===== src/rtl/alarm_pkg.sv =====
// rtl/alarm_pkg.sv - shared state codes, widths and LED patterns for the alarm trigger
package alarm_pkg;
   localparam int STATE_W    = 3;
   localparam int BCD_TIME_W = 24;

   localparam logic [STATE_W-1:0] IDLE    = 3'd0;
   localparam logic [STATE_W-1:0] ARMED   = 3'd1;
   localparam logic [STATE_W-1:0] RINGING = 3'd2;
   localparam logic [STATE_W-1:0] SNOOZE  = 3'd3;
   localparam logic [STATE_W-1:0] DONE    = 3'd4;

   localparam logic [7:0] LED_OFF     = 8'h00;
   localparam logic [7:0] LED_RING    = 8'hFF;
   localparam logic [7:0] LED_BLINK_A = 8'hAA;
   localparam logic [7:0] LED_BLINK_B = 8'h55;
   localparam logic [7:0] LED_SNOOZE  = 8'h01;

   function automatic int max_int(input int a, input int b);
      return (a > b) ? a : b;
   endfunction
endpackage


===== src/rtl/btn_rise.sv =====
// rtl/btn_rise.sv - registered rising-edge detector for a debounced button level
module btn_rise (
   input  logic clk,
   input  logic rst,
   input  logic btn,
   output logic rise
);
   logic btn_q;

   always_ff @(posedge clk) begin
      if (rst) btn_q <= 1'b0;
      else     btn_q <= btn;
   end

   assign rise = btn & ~btn_q;
endmodule


===== src/rtl/alarm_trigger.sv =====
// rtl/alarm_trigger.sv - alarm compare plus ring/snooze/dismiss FSM with second timers
// Optional blinking LED patterns under ALARM_TRIGGER_BLINK_EN.
module alarm_trigger
   import alarm_pkg::*;
#(
   parameter int RING_SECONDS   = 60,
   parameter int SNOOZE_SECONDS = 300,
   parameter int MAX_SNOOZE     = 3
) (
   input  logic                  clk,
   input  logic                  rst,
   input  logic                  tick,
   input  logic                  enable,
   input  logic [BCD_TIME_W-1:0] now_bcd,
   input  logic [BCD_TIME_W-1:0] alarm_bcd,
   input  logic                  btn_dismiss,
   input  logic                  btn_snooze,
   output logic                  ringing,
   output logic [STATE_W-1:0]    state,
   output logic [3:0]            snoozes,
   output logic [7:0]            led
);
   localparam int CNT_W = $clog2(max_int(RING_SECONDS, SNOOZE_SECONDS) + 1);
   localparam logic [CNT_W-1:0] RING_LAST   = CNT_W'(RING_SECONDS - 1);
   localparam logic [CNT_W-1:0] SNOOZE_LAST = CNT_W'(SNOOZE_SECONDS - 1);
   localparam logic [3:0]       SNOOZE_MAX  = 4'(MAX_SNOOZE);

   logic [STATE_W-1:0] state_q, state_d;
   logic [CNT_W-1:0]   ring_cnt_q, ring_cnt_d;
   logic [CNT_W-1:0]   snooze_cnt_q, snooze_cnt_d;
   logic [3:0]         snoozes_q, snoozes_d;
   logic               match, dismiss_rise, snooze_rise;

   // Invalid BCD digits need no special handling: they never equal a valid time.
   assign match = (now_bcd == alarm_bcd);

   btn_rise u_dismiss (.clk(clk), .rst(rst), .btn(btn_dismiss), .rise(dismiss_rise));
   btn_rise u_snooze  (.clk(clk), .rst(rst), .btn(btn_snooze),  .rise(snooze_rise));

`ifdef ALARM_TRIGGER_BLINK_EN
   logic blink_q, blink_d;
`endif

   always_ff @(posedge clk) begin
      if (rst) begin
         state_q      <= IDLE;
         ring_cnt_q   <= '0;
         snooze_cnt_q <= '0;
         snoozes_q    <= '0;
`ifdef ALARM_TRIGGER_BLINK_EN
         blink_q      <= 1'b0;
`endif
      end else begin
         state_q      <= state_d;
         ring_cnt_q   <= ring_cnt_d;
         snooze_cnt_q <= snooze_cnt_d;
         snoozes_q    <= snoozes_d;
`ifdef ALARM_TRIGGER_BLINK_EN
         blink_q      <= blink_d;
`endif
      end
   end

   always_comb begin
      state_d      = state_q;
      ring_cnt_d   = ring_cnt_q;
      snooze_cnt_d = snooze_cnt_q;
      snoozes_d    = snoozes_q;
      if (!enable) begin
         state_d      = IDLE;
         ring_cnt_d   = '0;
         snooze_cnt_d = '0;
         snoozes_d    = '0;
      end else begin
         case (state_q)
            IDLE: state_d = ARMED;
            ARMED: begin
               if (match) begin
                  state_d    = RINGING;
                  ring_cnt_d = '0;
                  snoozes_d  = '0;
               end
            end
            RINGING: begin
               // Dismiss outranks snooze and timeout; a snooze beyond the limit falls through to the timer.
               if (dismiss_rise) begin
                  state_d = DONE;
               end else if (snooze_rise && (snoozes_q < SNOOZE_MAX)) begin
                  state_d      = SNOOZE;
                  snooze_cnt_d = '0;
                  snoozes_d    = snoozes_q + 4'd1;
               end else if (tick) begin
                  if (ring_cnt_q == RING_LAST) state_d = DONE;
                  else                         ring_cnt_d = ring_cnt_q + CNT_W'(1);
               end
            end
            SNOOZE: begin
               if (dismiss_rise) begin
                  state_d = DONE;
               end else if (tick) begin
                  if (snooze_cnt_q == SNOOZE_LAST) begin
                     state_d    = RINGING;
                     ring_cnt_d = '0;
                  end else begin
                     snooze_cnt_d = snooze_cnt_q + CNT_W'(1);
                  end
               end
            end
            // Wait out the matching second so the same alarm cannot re-trigger.
            DONE: if (!match) state_d = ARMED;
            default: state_d = IDLE;
         endcase
      end
`ifdef ALARM_TRIGGER_BLINK_EN
      blink_d = blink_q;
      if (state_d == RINGING && state_q != RINGING)      blink_d = 1'b0;
      else if (state_d == RINGING && tick)               blink_d = ~blink_q;
`endif
   end

   always_comb begin
      ringing = (state_q == RINGING);
`ifdef ALARM_TRIGGER_BLINK_EN
      case (state_q)
         RINGING: led = blink_q ? LED_BLINK_B : LED_BLINK_A;
         SNOOZE:  led = LED_SNOOZE;
         default: led = LED_OFF;
      endcase
`else
      led = (state_q == RINGING) ? LED_RING : LED_OFF;
`endif
   end

   assign state   = state_q;
   assign snoozes = snoozes_q;
endmodule

===== config.mk =====
export PLATFORM = sky130hd
export DESIGN_NAME = alarm_trigger
export DESIGN_NICKNAME = d
export VERILOG_FILES = /design/src/rtl/alarm_pkg.sv /design/src/rtl/btn_rise.sv /design/src/rtl/alarm_trigger.sv
export SDC_FILE = /design/constraint.sdc
export NUM_CORES = 1
export LEC_CHECK = 0
export CAP_MARGIN = 30
export CORE_MARGIN = 8
export CORE_UTILIZATION = 30
export CTS_CLUSTER_DIAMETER = 50
export DETAILED_ROUTE_END_ITERATION = 8
export PLACE_DENSITY_LB_ADDON = 0.08
export SKIP_LAST_GASP = 1
export SYNTH_ARGS = -nofsm -noshare
export SYNTH_HDL_FRONTEND = slang
export SYNTH_SLANG_ARGS = --single-unit

===== constraint.sdc =====
create_clock -name clk -period 1.7 [get_ports clk]
set_input_delay 0.255 -clock clk [delete_from_list [all_inputs] [get_ports clk]]
set_output_delay 0.255 -clock clk [all_outputs]
set_load 0.01 [all_outputs]

==> summary.txt <==
Min path
  • WHS Path Cells: 2
  • Hold Crit Class: input pin to flip-flop

STA
  • Setup Skew: 0.0133 ns
  • Max-slew violations: 0
  • Final Hold Viols: 0
  • Max transition margin: between 60% and 70%
  • Tmin final: ~2.0 ns
  • Setup TNS: -3.00 ns
  • Unrepaired setup endpoints after global routing: true
  • Worst setup margin: -0.271 ns
  • Max Clock Freq: between 0.5 and 0.6 GHz
  • Period utilization: 116%
  • Worst-margin pin slew: around 0.51 ns
  • Setup violators final: 26

Clocking
  • CTS root buffer: clkbuf_8
  • Clk_lat worst skew: ~0.29 ns
  • CTS Sinks: 27
  • CTS Buf Count: 3
  • TritonCTS clock tree: built
  • Clock buffer depth: 2
  • H-tree depth: 1
  • Reg clk slew, reported paths: around 0.11 ns

Drt
  • Drt initial violations: 49
  • Vias/cell: 4.67
  • Final wirelength: between 5000 and 6000 um
  • Avg WL per Cell: 13.6 um
  • Vias post-DR: roughly 1.8k
  • Drt pass-1 iters: 4
  • Detail Route Antenna Nets: 0
  • DRC viols: 0

GRT
  • GR Overflow Total: 0
  • First-pass GRT wire length: about 9000 um
  • Initial antenna violation count: 0
  • Vias in the first global route: about 1.9k
  • Largest net degree at the start of global routing: 17
  • GRT Util Overall: approximately 13%

Power and ir drop
  • Comb power frac: roughly a quarter
  • Power Density: around 450 nW/um^2
  • Sw frac: around a quarter
  • VDD IR-drop max: roughly 300 uV
  • P_leak: between 0.001 and 0.0015 uW
  • Sequential Power Share: between 40 and 50%
  • P_sw: about 350 uW
  • Clock share of power: about 29%
  • Internal: about 1000 uW

Critical path
  • Reg2Reg Launch Point: ring_cnt_q[6]$_SDFFE_PP0P_
  • Crit-path max cell delay: 0.54 ns
  • Critical path type: flip-flop to flip-flop
  • CP arrival: about 2.2 ns
  • CP Capture Point: state[0]$_SDFFE_PP0P_
  • CP max-delay cell: or4_4
  • Worst R2R Setup Slack: -0.27 ns
  • Register-to-Register Path Depth: 7
  • Critical path origin: ring_cnt_q[6]$_SDFFE_PP0P_
  • CP top delay family: simple AND/OR/NAND/NOR gates
  • Critical Path RT: between 1.5 and 2 ns
  • Cell count along the critical path: 7
  • Worst-path maximum fanout: 2
  • Worst path bufs/invs: 1
  • Crit end category: flip-flop
  • CP Launch Type: flip-flop
  • Critical Path, Cell by Cell: or4_4, nor3_4, buf_4, a211oi_2, o21a_1, or2_1, o211a_1
  • Worst R2R End: state[0]$_SDFFE_PP0P_

Yosys
  • Share of the yosys chip area belonging to registers: a little under a third
  • Yosys cell types: 42
  • Yosys warnings: 0
  • Post-synth ARST share: 0%
  • Top_reg_cell synth: dfxtp_1
  • Area share of the largest cell type after synthesis: around a third
  • Area leader, netlist: dfxtp_1
  • Seq cells post-synth: 27
  • Syn_nets: approximately 260
  • Cell with the most instances after synthesis: xnor2_1
  • Mapped cell area: approximately 1700 um^2
  • Syn_area_per_cell: 8.33 um^2
  • Synth top cells by count: xnor2_1 (31), dfxtp_1 (27), nor2_1 (23), nand2_1 (13), nand3_1 (10)
  • Top cells by area, synth: dfxtp_1 (32%), xnor2_1 (16%), nor2_1 (5.1%)
  • Post-synth EDFFs: 0
  • Post-Syn Instances: just over 200

Outcome
  • Outcome: finished with violations
  • Failing checks: negative setup slack

Place
  • GP Congestion: about 0.76
  • Placed Cells: between 300 and 400
  • PortBufs: 69
  • HPWL after detailed placement: between 4000 and 5000 um

Floorplanning
  • Core Area: between 5000 and 6000 um^2
  • I/O pins: 70
  • Total die area: around 8300 um^2
  • Die height: slightly above 90 um
  • Site row count: 27
  • Die Wd: between 90 and 100 um
  • Initial Util: 31.0%

Cells and area
  • Final core occ: 55.6%
  • Layout cells sized above 1: between 20% and 30%
  • Area grow syn2layout: 79.1%
  • Final nets: 380
  • Final std cells w/o fill: 394
  • # diodes: 0
  • Fillcell total: roughly 540

Run
  • Max-cap violations: 0
[how the worst min path moves through the flow]
stage	from	endpoint	slack [ns]
finish	btn_dismiss	u_dismiss.btn_q$_SDFF_PP0_	0.56
global route	btn_dismiss	u_dismiss.btn_q$_SDFF_PP0_	0.57
CTS	btn_dismiss	u_dismiss.btn_q$_SDFF_PP0_	0.56
detailed placement	ring_cnt_q[8]$_SDFFE_PP0P_	ring_cnt_q[8]$_SDFFE_PP0P_	0.54
global placement	ring_cnt_q[3]$_SDFFE_PP0P_	ring_cnt_q[3]$_SDFFE_PP0P_	0.54
floorplan	rst	u_dismiss.btn_q$_SDFF_PP0_	0.33
[stage by stage]
step                      power [uW]  hold WS [ns]  setup WS [ns]  instance area (um^2)
final                           1360         0.558         -0.271                  3040
after global routing            1420         0.574         -0.350                  3040
after CTS                       1370         0.559         -0.289                  3020
after detailed placement         973         0.541         -0.577                  2860
after global placement           972         0.538         -0.571                  2860
after floorplan                  775         0.327        -0.0799                  1780
[flip-flops by register name, summed over array words and instances (netlist names)]
register / cells
ring_cnt_q: 9
snooze_cnt_q: 9
snoozes: 4
state: 3
u_dismiss.btn_q: 1
u_snooze.btn_q: 1
[cell type report]
class | count | area [um^2] | share of cell area, %
Multi-Input combinational cell | 162 | 1260 | 41.4
Timing Repair Buffer | 123 | 1070 | 35.2
Sequential cell | 27 | 552 | 18.1
Tap cell | 72 | 90.1 | 2.96
Clock buffer | 3 | 41.3 | 1.36
Inverter | 6 | 22.5 | 0.740
Clock inverter | 1 | 6.26 | 0.206
[metal layers]
metal | up-vias | GRT usage, % | part of all wire (%)
met3 | 4 | 2.96 | 5.0
met5 | - | 0 | 0
met4 | 0 | 3.82 | 0.86
li1 | 958 | - | -
met1 | 836 | 15.6 | 45
met2 | 41 | 22.4 | 49
[what timing repair did]
action                     CTS  global route
hold buffers                 0             0
setup endpoints to repair   36            28
cloned                       1             0
buffers inserted             4             2
hold endpoints to repair     0             0
pin swaps                   24             2
resized for setup           48             5
[power by group through the flow]
stage,clock network (uW),logic (uW),registers (uW)
global placement,0,318,654
finish,394,321,642
floorplan,0,122,653
global route,432,345,643
detailed placement,0,320,653
CTS,410,321,642
[cells in the final DEF (no fill, tap or decap), types with 2 or more instances in the layout]
cell type	synthesis	routed
and3_1	4	4
nor4_4	0	2
nand3_1	10	10
dlygate4sd2_1	0	24
o21a_1	2	2
o21ai_2	1	2
dfxtp_2	0	3
a21oi_1	5	4
nand4_1	9	9
xnor2_1	31	31
o22a_1	3	3
nor2b_1	7	6
a21o_1	4	4
nand2b_1	3	2
clkdlybuf4s50_1	0	45
clkbuf_8	0	3
nor2_1	23	19
dfxtp_4	0	2
o21ai_0	6	6
nor4_2	1	3
buf_4	8	53
nand2_1	13	13
mux2i_1	3	3
nor2_4	0	3
inv_1	6	6
o31ai_1	3	2
dfxtp_1	27	22
nor3_4	0	3
ha_1	3	2
nor2_2	0	2
nor3_2	3	3
[logic make-up after synthesis]
| group | count (synthesis) | synth area share [%] |
|---|---|---|
| xor gates and xnor gates | 31 | 16.0 |
| DFF | 27 | 31.8 |
| and+or+nand+nor | 89 | 28.2 |
| buffers and inverters | 16 | 5.38 |
| adders and majority gates | 3 | 2.21 |
| AOI/OAI and AO/OA | 35 | 14.7 |
| muxes | 3 | 1.77 |
(Power assumes the default switching activity.)
